[src/rtl/regfile_seq_ctrl_pkg.sv]
// rtl/regfile_seq_ctrl_pkg.sv - shared states and button indices for regfile_seq_ctrl
package regfile_seq_ctrl_pkg;

  typedef enum logic [1:0] {
    ST_IDLE    = 2'd0,
    ST_WRITE   = 2'd1,
    ST_READ    = 2'd2,
    ST_CAPTURE = 2'd3
  } state_t;

  localparam int BTN_ADDR  = 0;
  localparam int BTN_DATA  = 1;
  localparam int BTN_WRITE = 2;
  localparam int BTN_SCAN  = 3;
  localparam int BtnCount  = 4;

endpackage

[src/rtl/regfile_seq_ctrl_edge_rise.sv]
// rtl/regfile_seq_ctrl_edge_rise.sv - synchronous rising-edge detector for level inputs
module edge_rise #(
  parameter int PortWidth = 4
) (
  input  logic                 clk,
  input  logic                 reset,
  input  logic [PortWidth-1:0] in,
  output logic [PortWidth-1:0] rise
);

  logic [PortWidth-1:0] in_q;

  // previous-cycle level; all-ones so a level held through reset gives no edge
  always_ff @(posedge clk or negedge reset) begin
    if (!reset) begin
      in_q <= '1;
    end else begin
      in_q <= in;
    end
  end

  assign rise = in & ~in_q;

endmodule

[src/rtl/regfile_seq_ctrl.sv]
// rtl/regfile_seq_ctrl.sv - push-button sequencer for a single-port synchronous-read register file
module regfile_seq_ctrl
  import regfile_seq_ctrl_pkg::*;
#(
  parameter int AddrWidth = 8,
  parameter int DataWidth = 8,
  parameter int ScanDiv   = 25000000
) (
  input  logic                 clk,
  input  logic                 reset,
  input  logic [3:0]           btn,
  output logic [AddrWidth-1:0] rf_addr,
  output logic [DataWidth-1:0] rf_wdata,
  output logic                 rf_we,
  input  logic [DataWidth-1:0] rf_rdata,
  output logic [15:0]          disp,
  output logic [3:0]           led,
  output logic                 busy
);

  localparam int CntWidth = $clog2(ScanDiv);
  localparam logic [CntWidth-1:0] CntMax = CntWidth'(ScanDiv - 1);

  state_t               state, state_d;
  logic [AddrWidth-1:0] addr, addr_d;
  logic [DataWidth-1:0] wdata, wdata_d;
  logic [DataWidth-1:0] shown_data, shown_d;
  logic                 pend_addr, pend_data, pend_write, pend_scan;
  logic                 clr_addr, clr_data, clr_write, clr_scan;
  logic                 scan_mode;
  logic [CntWidth-1:0]  scan_cnt;
  logic [BtnCount-1:0]  rise;

  edge_rise #(.PortWidth(BtnCount)) u_edge_rise (
    .clk  (clk),
    .reset(reset),
    .in   (btn),
    .rise (rise)
  );

  // next state: IDLE serves one pending flag per visit, write > addr > scan > data
  always_comb begin
    state_d   = state;
    addr_d    = addr;
    wdata_d   = wdata;
    shown_d   = shown_data;
    clr_addr  = 1'b0;
    clr_data  = 1'b0;
    clr_write = 1'b0;
    clr_scan  = 1'b0;
    unique case (state)
      ST_IDLE: begin
        if (pend_write) begin
          clr_write = 1'b1;
          state_d   = ST_WRITE;
        end else if (pend_addr) begin
          clr_addr = 1'b1;
          addr_d   = addr + AddrWidth'(1);
          state_d  = ST_READ;
        end else if (pend_scan) begin
          clr_scan = 1'b1;
          addr_d   = addr + AddrWidth'(1);
          state_d  = ST_READ;
        end else if (pend_data) begin
          clr_data = 1'b1;
          wdata_d  = wdata + DataWidth'(1);
        end
      end
      ST_WRITE:   state_d = ST_READ;
      ST_READ:    state_d = ST_CAPTURE;
      ST_CAPTURE: begin
        shown_d = rf_rdata;
        state_d = ST_IDLE;
      end
    endcase
  end

  // FSM state and the address/data/display registers it owns
  always_ff @(posedge clk or negedge reset) begin
    if (!reset) begin
      state      <= ST_IDLE;
      addr       <= '0;
      wdata      <= '0;
      shown_data <= '0;
    end else begin
      state      <= state_d;
      addr       <= addr_d;
      wdata      <= wdata_d;
      shown_data <= shown_d;
    end
  end

  // button pending flags: a rise sets, servicing clears, a rise on the clear cycle wins
  always_ff @(posedge clk or negedge reset) begin
    if (!reset) begin
      pend_addr  <= 1'b0;
      pend_data  <= 1'b0;
      pend_write <= 1'b0;
    end else begin
      pend_addr  <= (pend_addr  & ~clr_addr)  | rise[BTN_ADDR];
      pend_data  <= (pend_data  & ~clr_data)  | rise[BTN_DATA];
      pend_write <= (pend_write & ~clr_write) | rise[BTN_WRITE];
    end
  end

  // scan mode toggle, step counter and scan pending flag, independent of the FSM
  always_ff @(posedge clk or negedge reset) begin
    if (!reset) begin
      scan_mode <= 1'b0;
      scan_cnt  <= '0;
      pend_scan <= 1'b0;
    end else if (rise[BTN_SCAN]) begin
      scan_mode <= ~scan_mode;
      scan_cnt  <= '0;
      pend_scan <= scan_mode ? 1'b0 : (pend_scan & ~clr_scan);
    end else if (scan_mode && scan_cnt == CntMax) begin
      scan_cnt  <= '0;
      pend_scan <= 1'b1;
    end else begin
      if (scan_mode) begin
        scan_cnt <= scan_cnt + CntWidth'(1);
      end
      pend_scan <= pend_scan & ~clr_scan;
    end
  end

  assign rf_addr  = addr;
  assign rf_wdata = wdata;
  assign rf_we    = (state == ST_WRITE);
  assign busy     = (state != ST_IDLE);
  assign led      = {scan_mode, busy, state};
  assign disp     = {8'(addr), 8'(shown_data)};

endmodule

[config.mk]
export PLATFORM = sky130hd
export DESIGN_NAME = regfile_seq_ctrl
export DESIGN_NICKNAME = d
export VERILOG_FILES = /design/src/rtl/regfile_seq_ctrl_pkg.sv /design/src/rtl/regfile_seq_ctrl_edge_rise.sv /design/src/rtl/regfile_seq_ctrl.sv
export SDC_FILE = /design/constraint.sdc
export NUM_CORES = 1
export LEC_CHECK = 0
export ABC_AREA = 0
export CAP_MARGIN = 20
export CORE_UTILIZATION = 32
export CTS_CLUSTER_SIZE = 40
export DETAILED_ROUTE_END_ITERATION = 10
export HOLD_SLACK_MARGIN = 0.05
export MAX_ROUTING_LAYER = met4
export PLACE_DENSITY = 0.64
export SYNTH_ARGS = -nofsm -noshare
export SYNTH_HDL_FRONTEND = slang
export SYNTH_SLANG_ARGS = --single-unit
[constraint.sdc]
create_clock -name clk -period 4.2 [get_ports clk]
set_clock_uncertainty 0.05 [all_clocks]
set_input_delay 0.42 -clock clk [delete_from_list [all_inputs] [get_ports clk]]
set_output_delay 0.42 -clock clk [all_outputs]
set_load 0.02 [all_outputs]
======== Word level (Yosys, flattened, before mapping) ========
Index checks and enable logic that the tools add are counted.
word-level totals
  register bits ........................... 60
  input bits .............................. 14
operators by class
  add/sub/neg operators ................... 3
  eq/ne operators ......................... 5
  multiplexer cells ....................... 26
  bitwise logic cells ..................... 17
  reduce and logical (&&, ||, !) cells .... 7
operators by type and width
  cell                     number
  $mux W25                 3
  $add A25 B1 Y25 const B  1
  $eq A25 B25 Y1 const B   1
  $mux W1                  17
  $add A8 B1 Y8 const B    2
  $mux W8                  2
  $not A1 Y1               8
  $pmux W2 S4              1
  $mux W2                  3
  $reduce_and A5 Y1        1
  $and A1 B1 Y1            4
  $and A4 B4 Y4            1
  $eq A2 B2 Y1 const B     2
  $ne A4 B4 Y1 const B     1
  $not A4 Y4               1
  $reduce_bool A2 Y1       2
  $or A1 B1 Y1             3
  $reduce_and A3 Y1        1
  $reduce_bool A3 Y1       1
  $eq A2 B1 Y1 const B     1
  $logic_not A2 Y1         1
  $logic_and A1 B1 Y1      1

======== Longest topological paths before layout ========
  depth in word-level cells ............... 8
  depth in mapped cells ................... 8
  mapped depth without buffers ............ 7

======== Cells and area by module ========
From an unflattened synthesis, not the netlist that was laid out.
unflattened totals
  cells, all modules ...................... 276
  area, all modules ....................... 2987.9 um^2
modules (own cells, without submodules)
  module            times used  cells an instance  area each (um^2)  seq. area each (um^2)
  regfile_seq_ctrl  1           268                2827.7            1401.3
  edge_rise         1           8                  160.2             105.1

======== Least setup slack after synthesis ========
No wires, ideal clock.
  path kind ............................... register -> register
  from .................................... reg state[0]
  to ...................................... reg wdata[7], in the netlist rf_wdata[7]
  data arrival time ....................... 1786 ps
  path slack .............................. 2236 ps
  cell stages (with the launch flop) ...... 9
  path buffers ............................ 1
  path through ............................ dfrtp_1 > inv_1 > ha_1 > nor2b_1 > and3_1 > clkbuf_1 > and3_1 > nand4_1 > xnor2_1
on the way
  longest elaborated chain between the ends .. 2
RTL lines
  item                         line                    RTL
  start, declared              regfile_seq_ctrl.sv:24  state_t state, state_d;
  start signal, assigned       regfile_seq_ctrl.sv:86  state <= state_d;
  $logic_not A2 Y1             regfile_seq_ctrl.sv:51  unique case (state)
  $reduce_and A5 Y1 (no line)  -
  end signal, assigned         regfile_seq_ctrl.sv:88  wdata <= wdata_d;
  end, declared                regfile_seq_ctrl.sv:26  logic [DataWidth-1:0] wdata, wdata_d;
No other way between the ends.
A chain may end at the register's enable or synchronous reset.

======== Final worst setup path ========
  from .................................... reg scan_cnt[0]
  to ...................................... reg scan_cnt[12]
on the way
  longest elaborated chain between the ends .. 4
RTL lines
  item                                               line                                              RTL
  start, declared                                    regfile_seq_ctrl.sv:31                            logic [CntWidth-1:0] scan_cnt;
  start signal, assigned                             regfile_seq_ctrl.sv:121                           scan_cnt <= scan_cnt + CntWidth'(1);
  $add A25 B1 Y25 or $eq A25 B25 Y1 (tied branches)  regfile_seq_ctrl.sv:121, regfile_seq_ctrl.sv:116
  $mux W25 or $logic_and A1 B1 Y1 (tied branches)    regfile_seq_ctrl.sv:120, regfile_seq_ctrl.sv:116
  $mux W25                                           regfile_seq_ctrl.sv:116                           end else if (scan_mode && scan_cnt == CntMax) begin
  $mux W25                                           regfile_seq_ctrl.sv:112                           end else if (rise[BTN_SCAN]) begin
Several ways; a longest one is shown, not always the timed one. The select of a mux whose other input is x is not followed.

==> results.txt <==
status: complete, but fails checks
failing checks: DRC
initial antenna violation count: 0
CTS resizes: 0
syn_area_per_cell: 10.73 um2
met1 GRT Util: 0.1779
TritonCTS Sinks: 60
type of origin of the critical path: register
Final Cycle Share: 0.6023
Area growth, synth to finish: 24.71%
worst min path class: primary input to async pin
Tmin final: 2.530 ns
FF+latch count, synth: 60
yosys warns: 0
num rows: 34
FILL cells: 863
Critical Path End Type: register
share of cells above drive strength 1: 0.1354
Routed wire per std cell: 13.70 um
CP required: 4.38 ns
port bufs: 51
synth unique cells: 42
WP data arrival: 2.71 ns
Most Crowded Layer GR: met2
normalized max-slew margin: 0.5050
# hold bufs at CTS: 0
Sw Share: 0.3582
number of buffers created by CTS: 9
RSZ-0062 raised after global routing: no
clk_lat worst skew: 0.34 ns
Vias/cell: 5.201
Final setup viols: 0
DR vias: 2,252
utilization after layout: 0.4190
Area contributors post-synth: dfrtp_1 47%, mux2_2 4.2%, xnor2_1 4.1%
Final Hold Viols: 0
setup TNS: 0 ns
pwr dens: 617.0 nW/um2
largest net degree at the start of global routing: 61
final antenna diode count: 0
drt first pass iters: 10
GRT overflow: 0
Final Non-Filler Cells: 433
commonest non-fill, non-tap cells in the layout: 56 x dfrtp_1, 50 x clkdlybuf4s50_1, 23 x nand2_1, 17 x a31oi_1
Detailed Place HPWL: 4069 um
DRT antenna net count: 0
most common cell after layout, fill and taps aside: dfrtp_1
Final GP Congestion: 0.7940
first-pass GRT wire length: 9991 um
worst slew pin tran: 0.7425 ns
DP Cell Count: 417
Max FO, Critical Path: 27
Sw Pwr: 0.8193 mW
initial DRC count: 217
IO Pins: 52
Sequential Power Share: 0.369
worst hold slack: 0.1673 ns
FMAX: 395.3 MHz
Synth top area share: 0.4714
starting density of the core: 0.3360
Int Pwr: 1.468 mW
Residual DRC: 7
clock share of power: 0.255
sequential area share after synthesis: 0.5067
max-cap viol count: 0
GRT Total Usage: 0.1348
Pleak: 1.579 nW
CTS tree: done
Max Slew Vio Count: 0
synthesized netlist cell count: 277
nets@finish: 341
Max H-tree Level: 3
vias in the first global route: 2,039
Comb pwr share: 0.375
CP Class: register to register
met3 Use GR: 0.04009
Post-Syn Nets: 298
core area: 8848 um2
clock root buffer: clkbuf_8
clock slew seen by the registers of the worst setup and hold paths: 0.08 ns
die height: 98.39 um
Max VDD drop: 0.1806 mV
post-CTS setup buffers: 0
GR Layer Usage met2: 0.1961
Total Wirelength: 5932 um
CTS Buffer Depth: 2
Total Die Area: 9680 um2
Die X: 98.39 um
area leader, netlist: dfrtp_1
Netlist Area Pre-Place: 2973 um2
final timing paths:
kind / start / end / slack (ns) / cells after the start
setup / recovery: scan_cnt[0] / scan_cnt[12] / 1.67 / 7
hold / removal: reset / rf_wdata[3] / 0.17 / 2
setup reg to reg: scan_cnt[0] / scan_cnt[12] / 1.67 / 7
hold reg to reg: rf_wdata[7] / rf_wdata[7] / 0.42 / 1
max in group asynchronous: reset / scan_cnt[24] / 3.43 / 2
min in group clk: rf_wdata[7] / rf_wdata[7] / 0.42 / 1
kinds of logic (layout without fill, tap and decap cells):
family                   count (synthesis)  count (layout)  synth area share
adder cells (fa/ha/maj)                  7               7           0.02946
XOR/XNOR                                17              17           0.05009
multiplexers                            11              11           0.04167
AND/OR/NAND/NOR                        102             102            0.1936
buffers and inverters                   27              75           0.05639
AO/OA/AOI/OAI                           53              53            0.1221
flip-flops                              60              60            0.5067
state kept, by name (all words and copies together), names as in the netlist:
register and cells:
pend_write 1, rf_addr 8, pend_scan 1, shown_data 8
u_edge_rise.in_q 4, state 2, pend_data 1, pend_addr 1
rf_wdata 8, scan_cnt 25, scan_mode 1
metal layers:
| layer | vias up | part of all wire | wire length [um] |
|---|---|---|---|
| li1 | 1089 | - | - |
| met1 | 1097 | 0.48 | 2857 |
| met2 | 58 | 0.45 | 2683 |
| met3 | 8 | 0.051 | 301 |
| met4 | 0 | 0.015 | 89 |
| met5 | - | 0 | 0 |
final cells by class:
type | count | area (um2) | share of cell area
clock buffer | 10 | 137.6 | 0.03712
timing repair buffer | 53 | 520.5 | 0.1404
inverter | 6 | 22.52 | 0.006075
multi-input combinational | 190 | 1299 | 0.3503
clock inverter | 6 | 86.33 | 0.02329
sequential | 60 | 1506 | 0.4063
tap | 108 | 135.1 | 0.03645
cells in the mapped netlist (all sizes together):
| cell type | number |
|---|---|
| nor3b | 1 |
| a21oi | 13 |
| a22o | 2 |
| xor2 | 3 |
| o211a | 2 |
| nand3 | 12 |
| or2 | 1 |
| nor2b | 2 |
| nor2 | 13 |
| xnor2 | 14 |
| and4 | 7 |
| nor4 | 1 |
| and3 | 10 |
| inv | 6 |
| nand4 | 14 |
| dfstp | 4 |
| nand2b | 6 |
| buf | 17 |
| and2 | 2 |
| ha | 7 |
| a32o | 1 |
| a31oi | 17 |
| a41oi | 5 |
| dfrtp | 56 |
| clkbuf | 4 |
| nand2 | 24 |
| a221o | 5 |
| o21ai | 7 |
| mux2 | 11 |
| and4b | 1 |
| a22oi | 1 |
| nor3 | 6 |
| or3 | 2 |
through the flow:
stage / area, um2 / setup WS [ns] / total power, mW
after global placement: 3483 / 1.701 / 1.702
after detailed placement: 3483 / 1.663 / 1.725
after global routing: 3707 / 1.503 / 2.430
after CTS: 3707 / 1.663 / 2.316
after floorplan: 2973 / 2.236 / 1.408
final: 3707 / 1.670 / 2.287
power by group through the flow:
stage	clock network, mW	registers (mW)	logic (mW)
after floorplan	0	0.933	0.475
after global placement	0	0.849	0.853
after detailed placement	0	0.858	0.867
after CTS	0.600	0.847	0.869
after global routing	0.627	0.870	0.933
final	0.584	0.844	0.859
critical path: stages (launching register included):
cell     delay (ns)
dfrtp_1        0.40
ha_1           0.26
nand4_1        0.19
nor3b_2        0.30
a41oi_2        0.41
buf_4          0.36
and3_1         0.19
a221o_1        0.25
Power figures use the tool's default switching activity.
